<file path="src/rtl/traffic_phase_scheduler_if.sv">
// traffic_phase_scheduler_if: control inputs and lamp/state outputs of the scheduler; night_mode exists only with NIGHT_FLASH_EN
interface traffic_phase_scheduler_if;
  logic tick;
  logic car;
  logic ped_req;
`ifdef NIGHT_FLASH_EN
  logic night_mode;
`endif
  logic main_g;
  logic main_y;
  logic main_r;
  logic side_g;
  logic side_y;
  logic side_r;
  logic walk;
  logic [2:0] pres_state;
`ifdef NIGHT_FLASH_EN
  modport master (output tick, car, ped_req, night_mode,
                  input main_g, main_y, main_r, side_g, side_y, side_r, walk, pres_state);
  modport slave (input tick, car, ped_req, night_mode,
                 output main_g, main_y, main_r, side_g, side_y, side_r, walk, pres_state);
`else
  modport master (output tick, car, ped_req,
                  input main_g, main_y, main_r, side_g, side_y, side_r, walk, pres_state);
  modport slave (input tick, car, ped_req,
                 output main_g, main_y, main_r, side_g, side_y, side_r, walk, pres_state);
`endif
endinterface

</file>
<file path="src/rtl/traffic_phase_scheduler.sv">
// traffic_phase_scheduler: tick-timed phase sequencer for main/side roads plus walk phase; optional NIGHT_FLASH_EN adds a flashing night mode
module traffic_phase_scheduler #(
  parameter int MIN_GREEN_MAIN = 8,
  parameter int SIDE_GREEN     = 5,
  parameter int YELLOW_TIME    = 2,
  parameter int ALL_RED_TIME   = 1,
  parameter int PED_TIME       = 4,
  parameter int TW             = 8
) (
  input logic clk,
  input logic reset,
  traffic_phase_scheduler_if.slave bus
);
  typedef enum logic [2:0] {
    MAIN_GREEN  = 3'd0,
    MAIN_YELLOW = 3'd1,
    ALL_RED_1   = 3'd2,
    SIDE_GREEN_S = 3'd3,
    SIDE_YELLOW = 3'd4,
    ALL_RED_2   = 3'd5,
    PED_WALK    = 3'd6,
    NIGHT_FLASH = 3'd7
  } state_t;
  state_t state, nxt;
  logic [TW-1:0] count, ncnt;
  logic ped, nped, phase, nphase;
  logic [6:0] lamps;
  function automatic logic [TW-1:0] load(input state_t s);
    case (s)
      MAIN_GREEN:              load = TW'(MIN_GREEN_MAIN - 1);
      MAIN_YELLOW, SIDE_YELLOW: load = TW'(YELLOW_TIME - 1);
      ALL_RED_1, ALL_RED_2:    load = TW'(ALL_RED_TIME - 1);
      SIDE_GREEN_S:            load = TW'(SIDE_GREEN - 1);
      PED_WALK:                load = TW'(PED_TIME - 1);
      default:                 load = '0;
    endcase
  endfunction
  // lamp order {main_g, main_y, main_r, side_g, side_y, side_r, walk}
  function automatic logic [6:0] decode(input state_t s, input logic ph);
    decode = {s == MAIN_GREEN,
              s == MAIN_YELLOW || (s == NIGHT_FLASH && ph),
              !(s == MAIN_GREEN || s == MAIN_YELLOW || s == NIGHT_FLASH),
              s == SIDE_GREEN_S,
              s == SIDE_YELLOW,
              s == NIGHT_FLASH ? ph : !(s == SIDE_GREEN_S || s == SIDE_YELLOW),
              s == PED_WALK};
  endfunction
  // next state, timer and pending-walk request; entering a state reloads its duration
  always_comb begin
    nxt = state;
    ncnt = count;
    nphase = phase;
    nped = ped | (bus.ped_req && state != PED_WALK);
    if (bus.tick) begin
`ifdef NIGHT_FLASH_EN
      if (state == MAIN_GREEN && bus.night_mode) begin
        nxt = NIGHT_FLASH;
        nphase = 1'b0;
      end else if (state == NIGHT_FLASH) begin
        nphase = ~phase;
        nxt = bus.night_mode ? NIGHT_FLASH : MAIN_GREEN;
      end else
`endif
      if (count != '0) ncnt = count - 1'b1;
      else begin
        case (state)
          MAIN_GREEN:   nxt = (bus.car || ped) ? MAIN_YELLOW : MAIN_GREEN;
          MAIN_YELLOW:  nxt = ALL_RED_1;
          ALL_RED_1:    nxt = ped ? PED_WALK : bus.car ? SIDE_GREEN_S : ALL_RED_2;
          PED_WALK:     nxt = bus.car ? SIDE_GREEN_S : ALL_RED_2;
          SIDE_GREEN_S: nxt = SIDE_YELLOW;
          SIDE_YELLOW:  nxt = ALL_RED_2;
          default:      nxt = MAIN_GREEN;
        endcase
      end
    end
    if (nxt != state) ncnt = load(nxt);
    if (nxt == PED_WALK && state != PED_WALK) nped = 1'b0;
  end
  // state register with lamps registered from the next state so they switch on the same edge
  always_ff @(posedge clk or negedge reset) begin
    if (!reset) begin
      state <= MAIN_GREEN;
      count <= TW'(MIN_GREEN_MAIN - 1);
      ped <= 1'b0;
      phase <= 1'b0;
      lamps <= 7'b1000010;
    end else begin
      state <= nxt;
      count <= ncnt;
      ped <= nped;
      phase <= nphase;
      lamps <= decode(nxt, nphase);
    end
  end
  assign {bus.main_g, bus.main_y, bus.main_r, bus.side_g, bus.side_y, bus.side_r, bus.walk} = lamps;
  assign bus.pres_state = state;
endmodule

</file>
<file path="src/flat_wrapper.sv">
// flat-port wrapper written by rule: the top's interface ports become plain ports
module traffic_phase_scheduler_flat 
#(
  parameter int MIN_GREEN_MAIN = 8,
  parameter int SIDE_GREEN     = 5,
  parameter int YELLOW_TIME    = 2,
  parameter int ALL_RED_TIME   = 1,
  parameter int PED_TIME       = 4,
  parameter int TW             = 8
)
  (clk, reset, bus_tick, bus_car, bus_ped_req, bus_main_g, bus_main_y, bus_main_r, bus_side_g, bus_side_y, bus_side_r, bus_walk, bus_pres_state);
  traffic_phase_scheduler_if bus_i ();
  input logic clk;
  input logic reset;
  input wire logic [$bits(bus_i.tick)-1:0] bus_tick;
  input wire logic [$bits(bus_i.car)-1:0] bus_car;
  input wire logic [$bits(bus_i.ped_req)-1:0] bus_ped_req;
  output wire logic [$bits(bus_i.main_g)-1:0] bus_main_g;
  output wire logic [$bits(bus_i.main_y)-1:0] bus_main_y;
  output wire logic [$bits(bus_i.main_r)-1:0] bus_main_r;
  output wire logic [$bits(bus_i.side_g)-1:0] bus_side_g;
  output wire logic [$bits(bus_i.side_y)-1:0] bus_side_y;
  output wire logic [$bits(bus_i.side_r)-1:0] bus_side_r;
  output wire logic [$bits(bus_i.walk)-1:0] bus_walk;
  output wire logic [$bits(bus_i.pres_state)-1:0] bus_pres_state;
  assign bus_i.tick = bus_tick;
  assign bus_i.car = bus_car;
  assign bus_i.ped_req = bus_ped_req;
  assign bus_main_g = bus_i.main_g;
  assign bus_main_y = bus_i.main_y;
  assign bus_main_r = bus_i.main_r;
  assign bus_side_g = bus_i.side_g;
  assign bus_side_y = bus_i.side_y;
  assign bus_side_r = bus_i.side_r;
  assign bus_walk = bus_i.walk;
  assign bus_pres_state = bus_i.pres_state;
  traffic_phase_scheduler #(.MIN_GREEN_MAIN(MIN_GREEN_MAIN), .SIDE_GREEN(SIDE_GREEN), .YELLOW_TIME(YELLOW_TIME), .ALL_RED_TIME(ALL_RED_TIME), .PED_TIME(PED_TIME), .TW(TW)) u_core (.clk(clk), .reset(reset), .bus(bus_i));
endmodule
</file>
<file path="config.mk">
export PLATFORM = sky130hd
export DESIGN_NAME = traffic_phase_scheduler_flat
export DESIGN_NICKNAME = d
export VERILOG_FILES = /design/src/rtl/traffic_phase_scheduler_if.sv /design/src/rtl/traffic_phase_scheduler.sv /design/src/flat_wrapper.sv
export SDC_FILE = /design/constraint.sdc
export NUM_CORES = 1
export LEC_CHECK = 0
export CAP_MARGIN = 5
export CORE_UTILIZATION = 51
export DETAILED_ROUTE_END_ITERATION = 10
export GPL_ROUTABILITY_DRIVEN = 0
export PLACE_DENSITY = 0.76
export SKIP_LAST_GASP = 1
export SYNTH_ARGS = -nofsm -noshare
export SYNTH_HDL_FRONTEND = slang
export SYNTH_SLANG_ARGS = --single-unit
</file>
<file path="constraint.sdc">
create_clock -name clk -period 2.9 [get_ports clk]
set_clock_uncertainty 0.15 [all_clocks]
set_input_delay 0.29 -clock clk [delete_from_list [all_inputs] [get_ports clk]]
set_output_delay 0.29 -clock clk [all_outputs]
set_load 0.01 [all_outputs]
</file>
==> flow_summary.ini, run 1 <==
[synth]
synth_area_per_cell_um2 = 10.5
synth_cells = 92
yosysTopAreaCell = dfrtp_1
synth_top_flop_cell = dfrtp_1
yosysUniqueCellTypes = 33
synth_area_um2 = 962
synth_area_leaders = dfrtp_1 36%, dfstp_2 14%, xnor2_1 4.6%, nand2_1 4.3%, xor2_1 3.6%
seq_area_frac_synth = 0.501
async_reset_ff_frac = 1.00
yosys_warnings = 0
synth_edf_count = 0
syn_nets = 99
netlist.area_leader.share = 0.364
synth-seq-cells = 19

[power]
p_per_area_nw_per_um2 = 1000
leakage_nw = 0.486
total_power_mw = 1.15
p_int_mw = 0.698
p_seq_frac = 0.460
sw_frac_of_total = 0.393
p_sw_mw = 0.453
power_frac_comb = 0.425
ir_drop_uv = 674
clock_power_share = 0.115

[sta]
period_share = 0.772
slew_headroom = 0.451
hold_violations = 0
fmax_mhz = 446
tightest_slew_ns = 0.821
finalSetupViolCount = 0
post-route-min-period_ns = 2.24
maxSlewViolCount = 0
fin_setup_tns_ns = 0
timing.final.ws_setup_ns = 0.660
holdWs_ns = 0.300
rsz0062_at_grt = no

[worst_setup_path]
start_kind = register
end_kind = register
slowest_stage = dfstp_2
critPathMaxStageDelay_ns = 0.56
worstPathCellList = inv_1 > ha_1 > and4bb_2 > nand2_4 > nor3_1 > a21oi_1 > inv_1 > nand2_1 > o21a_1
path_common_cell = inv_1
arrival_ns = 2.34
worstSetupPathType = register to register
cp_max_fo = 8
required_ns = 3.00

[final_layout]
fin_cells = 133
regArea_um2 = 482
multi_input_area_um2 = 455
drive_above_1_share = 0.148
fin_nets = 116
fin_util = 0.659
syn_to_final_growth_pct = 19.5
fillers = 149
stdcell_area_um2 = 1150
antenna_cells = 0

[route]
drtAntennaViolNets = 0
vias_per_cell = 5.46
drt_iter0_drc = 12
drc_errors = 0
wl_per_cell_um = 13.3
wl_um = 1770
dr.pass1.iters = 4
vias = 726

[clock_network]
cts_setup_buffers = 0
cts-root-buf = clkbuf_4
cts_buffers = 3
ctsHoldBuffers = 0
htreeDepth = 1
cts_resized = 0
cts_buffer_depth = 2
cts_tree = done
clk_pin_slew_ns = 0.11
insertion_delay_ns = 0.30
cts_sinks = 19

[placement]
place_ws_ns = 0.537
place_inst = 129
hpwl_um = 1320
placed_area_um2 = 1120
io_buffer_count = 14

[floorplanning]
core-area_um2 = 1750
die_h_um = 45.4
initial_core_util = 0.551
rows = 15
pin_count = 15
dieArea_um2 = 2060
dieWidth_um = 45.4

[global_route]
grtUsageTotal = 0.202
grt_pass1_wl_um = 2950
antenna_found_initial = 0
gr-total-overflow = 0
grt_pass1_vias = 682
grt_max_degree = 20

[run_status]
status = complete, no violations

[min_path]
hp-class = input port to asynchronous set/reset pin

[job]
maxCapViolations = 0
==> registers in the layout (all words and copies together), names as in the netlist <==
name / cells
u_core.count: 8
u_core.lamps: 7
u_core.bus.pres_state: 3
u_core.ped: 1
==> cell type report <==
| type | count | area share |
|---|---|---|
| well taps | 25 | 0.0272 |
| clock buffers | 4 | 0.0229 |
| flip-flops and latches | 19 | 0.419 |
| inverters | 4 | 0.0131 |
| repair buffers | 14 | 0.122 |
| multi-input cells | 67 | 0.396 |
==> power groups by stage <==
| stage | sequential (mW) | clock (mW) | combinational [mW] |
|---|---|---|---|
| floorplan | 0.514 | 0 | 0.329 |
| global placement | 0.531 | 0 | 0.477 |
| detailed placement | 0.534 | 0 | 0.490 |
| CTS | 0.528 | 0.133 | 0.495 |
| global route | 0.544 | 0.147 | 0.538 |
| finish | 0.529 | 0.132 | 0.489 |
==> final timing paths <==
| kind | startpoint | to | slack (ns) | cells past startpoint |
|---|---|---|---|---|
| min in group clk | u_core.count[7]$_DFFE_PN0P_ | u_core.count[7]$_DFFE_PN0P_ | 0.35 | 1 |
| hold reg to reg | u_core.count[7]$_DFFE_PN0P_ | u_core.count[7]$_DFFE_PN0P_ | 0.35 | 1 |
| setup reg to reg | u_core.count[0]$_DFFE_PN1P_ | u_core.lamps[1]$_DFF_PN1_ | 0.66 | 9 |
| hold / removal | reset | u_core.lamps[0]$_DFF_PN0_ | 0.30 | 1 |
| setup / recovery | u_core.count[0]$_DFFE_PN1P_ | u_core.lamps[1]$_DFF_PN1_ | 0.66 | 9 |
| max in group asynchronous | reset | u_core.lamps[4]$_DFF_PN0_ | 1.78 | 1 |
==> kinds of logic after synthesis <==
family | share of synthesized area
AO/OA/AOI/OAI | 0.129
flip-flops | 0.501
multiplexers | 0.0104
adder cells (fa/ha/maj) | 0.0260
buffers and inverters | 0.0260
AND/OR/NAND/NOR | 0.226
XOR/XNOR | 0.0819
==> layout by cell type, fill, tap and decap left out, types with 2 or more instances in the layout <==
cell	netlist	final
nand3_1	3	3
o21ai_0	2	2
ha_1	2	2
nor2_1	8	8
nor3_1	4	4
o21ai_2	2	2
xnor2_1	5	5
clkdlybuf4s50_1	0	14
nand2_1	11	11
a21oi_1	5	5
xor2_1	4	4
o21a_1	2	2
dfrtp_1	14	14
clkbuf_4	0	3
dfstp_2	5	5
inv_1	4	4
nand4_1	2	2
==> Yosys cell counts (all sizes together), types with 3 or more instances <==
library cell / number
nor3: 4
o21ai: 5
dfstp: 5
inv: 4
dfrtp: 14
a21oi: 5
xnor2: 5
nor2: 8
nand2: 12
xor2: 4
nand3: 3
==> layer usage <==
metal | vias to the layer above | GRT usage | wire length (um)
met5 | - | 0 | 0
met4 | 0 | 0.0909 | 36
li1 | 350 | - | -
met3 | 5 | 0.0397 | 75
met1 | 352 | 0.250 | 827
met2 | 19 | 0.337 | 832
==> worst max-delay path, delay by kind of cell (launching register included) <==
family | cells | cell delay, ns
AND/OR/NAND/NOR | 4 | 0.59
AO/OA/AOI/OAI | 2 | 0.46
adder cells (fa/ha/maj) | 1 | 0.21
buffers and inverters | 2 | 0.23
flip-flops | 1 | 0.56
Power figures use the tool's default switching activity.
==> run 2: changes to the inputs <==
==> constraint.sdc (replaced) <==
create_clock -name clk -period 2.3 [get_ports clk]
set_clock_uncertainty 0.15 [all_clocks]
set_input_delay 0.23 -clock clk [delete_from_list [all_inputs] [get_ports clk]]
set_output_delay 0.23 -clock clk [all_outputs]
set_load 0.01 [all_outputs]
==> run 2 against run 1 <==
  * Power is 29% higher
  * Cell area is 3.9% higher
  * Critical endpoint is now u_core.lamps[4]$_DFF_PN0_
  * Critical path depth stayed put
  * Non-clock buffer count is 6 higher
  * Combinational power is 38% higher
  * Worst setup slack worse by 0.50 ns
  * Fmax is 4.8% higher
  * Die area stayed put
  * Sequential power is 22% higher
  * Sequential cell count stayed put
  * Largest power group is now combinational cells
==> flow_summary.ini, run 2 (synthesis gave the netlist of run 1 again) <==
[sta]
finalSetupViolCount = 0
slew_headroom = 0.636
rsz0062_at_grt = no
fmax_mhz = 468
hold_violations = 0
maxSlewViolCount = 0
period_share = 0.929
timing.final.ws_setup_ns = 0.163
fin_setup_tns_ns = 0
tightest_slew_ns = 0.545
post-route-min-period_ns = 2.14

[clock_network]
cts-root-buf = clkbuf_4
insertion_delay_ns = 0.29
htreeDepth = 1
ctsHoldBuffers = 0
cts_sinks = 19
cts_setup_buffers = 0
cts_buffers = 3
clk_pin_slew_ns = 0.10
cts_resized = 0
cts_tree = done
cts_buffer_depth = 2

[final_layout]
multi_input_area_um2 = 455
largest_reg_flops = 8
antenna_cells = 0
regArea_um2 = 482
top_register = u_core.count
syn_to_final_growth_pct = 24.2
fillers = 144
final_cell_mix = 14 x clkdlybuf4s50_1, 14 x dfrtp_1, 11 x nand2_1, 8 x nor2_1, 6 x buf_4
fin_cells = 139
drive_above_1_share = 0.193
stdcell_area_um2 = 1190
fin_nets = 122

[placement]
placed_area_um2 = 1170
hpwl_um = 1290
io_buffer_count = 14
place_ws_ns = 0.108
place_inst = 135

[run_status]
status = complete, no violations

[route]
highest_layer = met4
vias = 743
wl_um = 1720
wl_met1_um = 764
wl_met2_um = 853
wl_met3_um = 77
drc_errors = 0
dr.pass1.iters = 4
vias_per_cell = 5.35
drtAntennaViolNets = 0
drt_iter0_drc = 9
wl_per_cell_um = 12.3

[worst_setup_path]
regToRegSetupSlack_ns = 0.16
cp_max_fo = 8
worstSetupPathType = register to register
required_ns = 2.34
end_kind = register
timing.rr.end = u_core.lamps[4]$_DFF_PN0_
startpoint = u_core.count[0]$_DFFE_PN1P_
start_kind = register
ff2ff_path_depth = 9
r2r_start = u_core.count[0]$_DFFE_PN1P_
arrival_ns = 2.18

[global_route]
grt_pass1_vias = 684
grt_pass1_wl_um = 2940
antenna_found_initial = 0
gr-total-overflow = 0
grtUsageTotal = 0.199
grt_max_degree = 20

[floorplanning]
dieWidth_um = 45.4
pin_count = 15
die_h_um = 45.4
initial_core_util = 0.551
core-area_um2 = 1750
dieArea_um2 = 2060
rows = 15

[power]
leakage_nw = 0.516
p_per_area_nw_per_um2 = 1240
ir_drop_uv = 678

[job]
maxCapViolations = 0

[min_path]
hp-class = input port to asynchronous set/reset pin
-- run 2: cell count changes in the layout (fill, tap and decap cells not counted), sizes merged --
cell / change
buf: +6
-- run 2: layout make-up --
type,instances,share of cell area
repair buffers,20,0.155
multi-input cells,67,0.381
clock buffers,4,0.0220
inverters,4,0.0126
flip-flops and latches,19,0.403
well taps,25,0.0262
-- run 2: worst max-delay path by stage --
stage / slack (ns) / to / depth (start not counted)
after floorplan: 0.28 / u_core.lamps[1]$_DFF_PN1_ / 9
after global placement: 0.14 / u_core.lamps[4]$_DFF_PN0_ / 7
after detailed placement: 0.11 / u_core.lamps[4]$_DFF_PN0_ / 7
after CTS: 0.15 / u_core.lamps[4]$_DFF_PN0_ / 8
after global routing: 0.02 / u_core.count[1]$_DFFE_PN1P_ / 9
final: 0.16 / u_core.lamps[4]$_DFF_PN0_ / 9
-- run 2: metrics by stage --
stage	power, mW	util	hold slack, ns
after global placement	1.32	0.670	0.329
after global routing	1.60	0.685	0.118
after CTS	1.51	0.685	0.107
final	1.49	0.685	0.101
after floorplan	1.06	-	-0.216
after detailed placement	1.34	0.670	0.335
-- run 2: layer usage --
metal / up-vias / track usage
li1: 364 / -
met1: 361 / 0.260
met2: 14 / 0.326
met3: 4 / 0.0397
met4: 0 / 0.0727
met5: - / 0
-- run 2: critical path: stages (launching register included) --
cell and delay [ns]:
dfstp_2 0.56, inv_1 0.07, ha_1 0.22, and4bb_2 0.27, nand2_4 0.13, o21ai_0 0.12
o21ai_2 0.12, buf_4 0.16, nand3_1 0.06, and2_1 0.19
-- run 2: power breakdown --
| part | internal, mW | leakage (nW) | switching [mW] |
|---|---|---|---|
| combinational | 0.348 | 0.272 | 0.329 |
| sequential | 0.504 | 0.229 | 0.141 |
| clock | 0.0675 | 0.0150 | 0.0967 |
==> run 3: changes to the inputs <==
--- a/config.mk
+++ b/config.mk
@@ -14,3 +14,4 @@
 export SYNTH_ARGS = -nofsm -noshare
 export SYNTH_HDL_FRONTEND = slang
 export SYNTH_SLANG_ARGS = --single-unit
+export TNS_END_PERCENT = 100
==> results of run 3 <==
No change in the layout: final DEF, timing and power equal those of run 2.
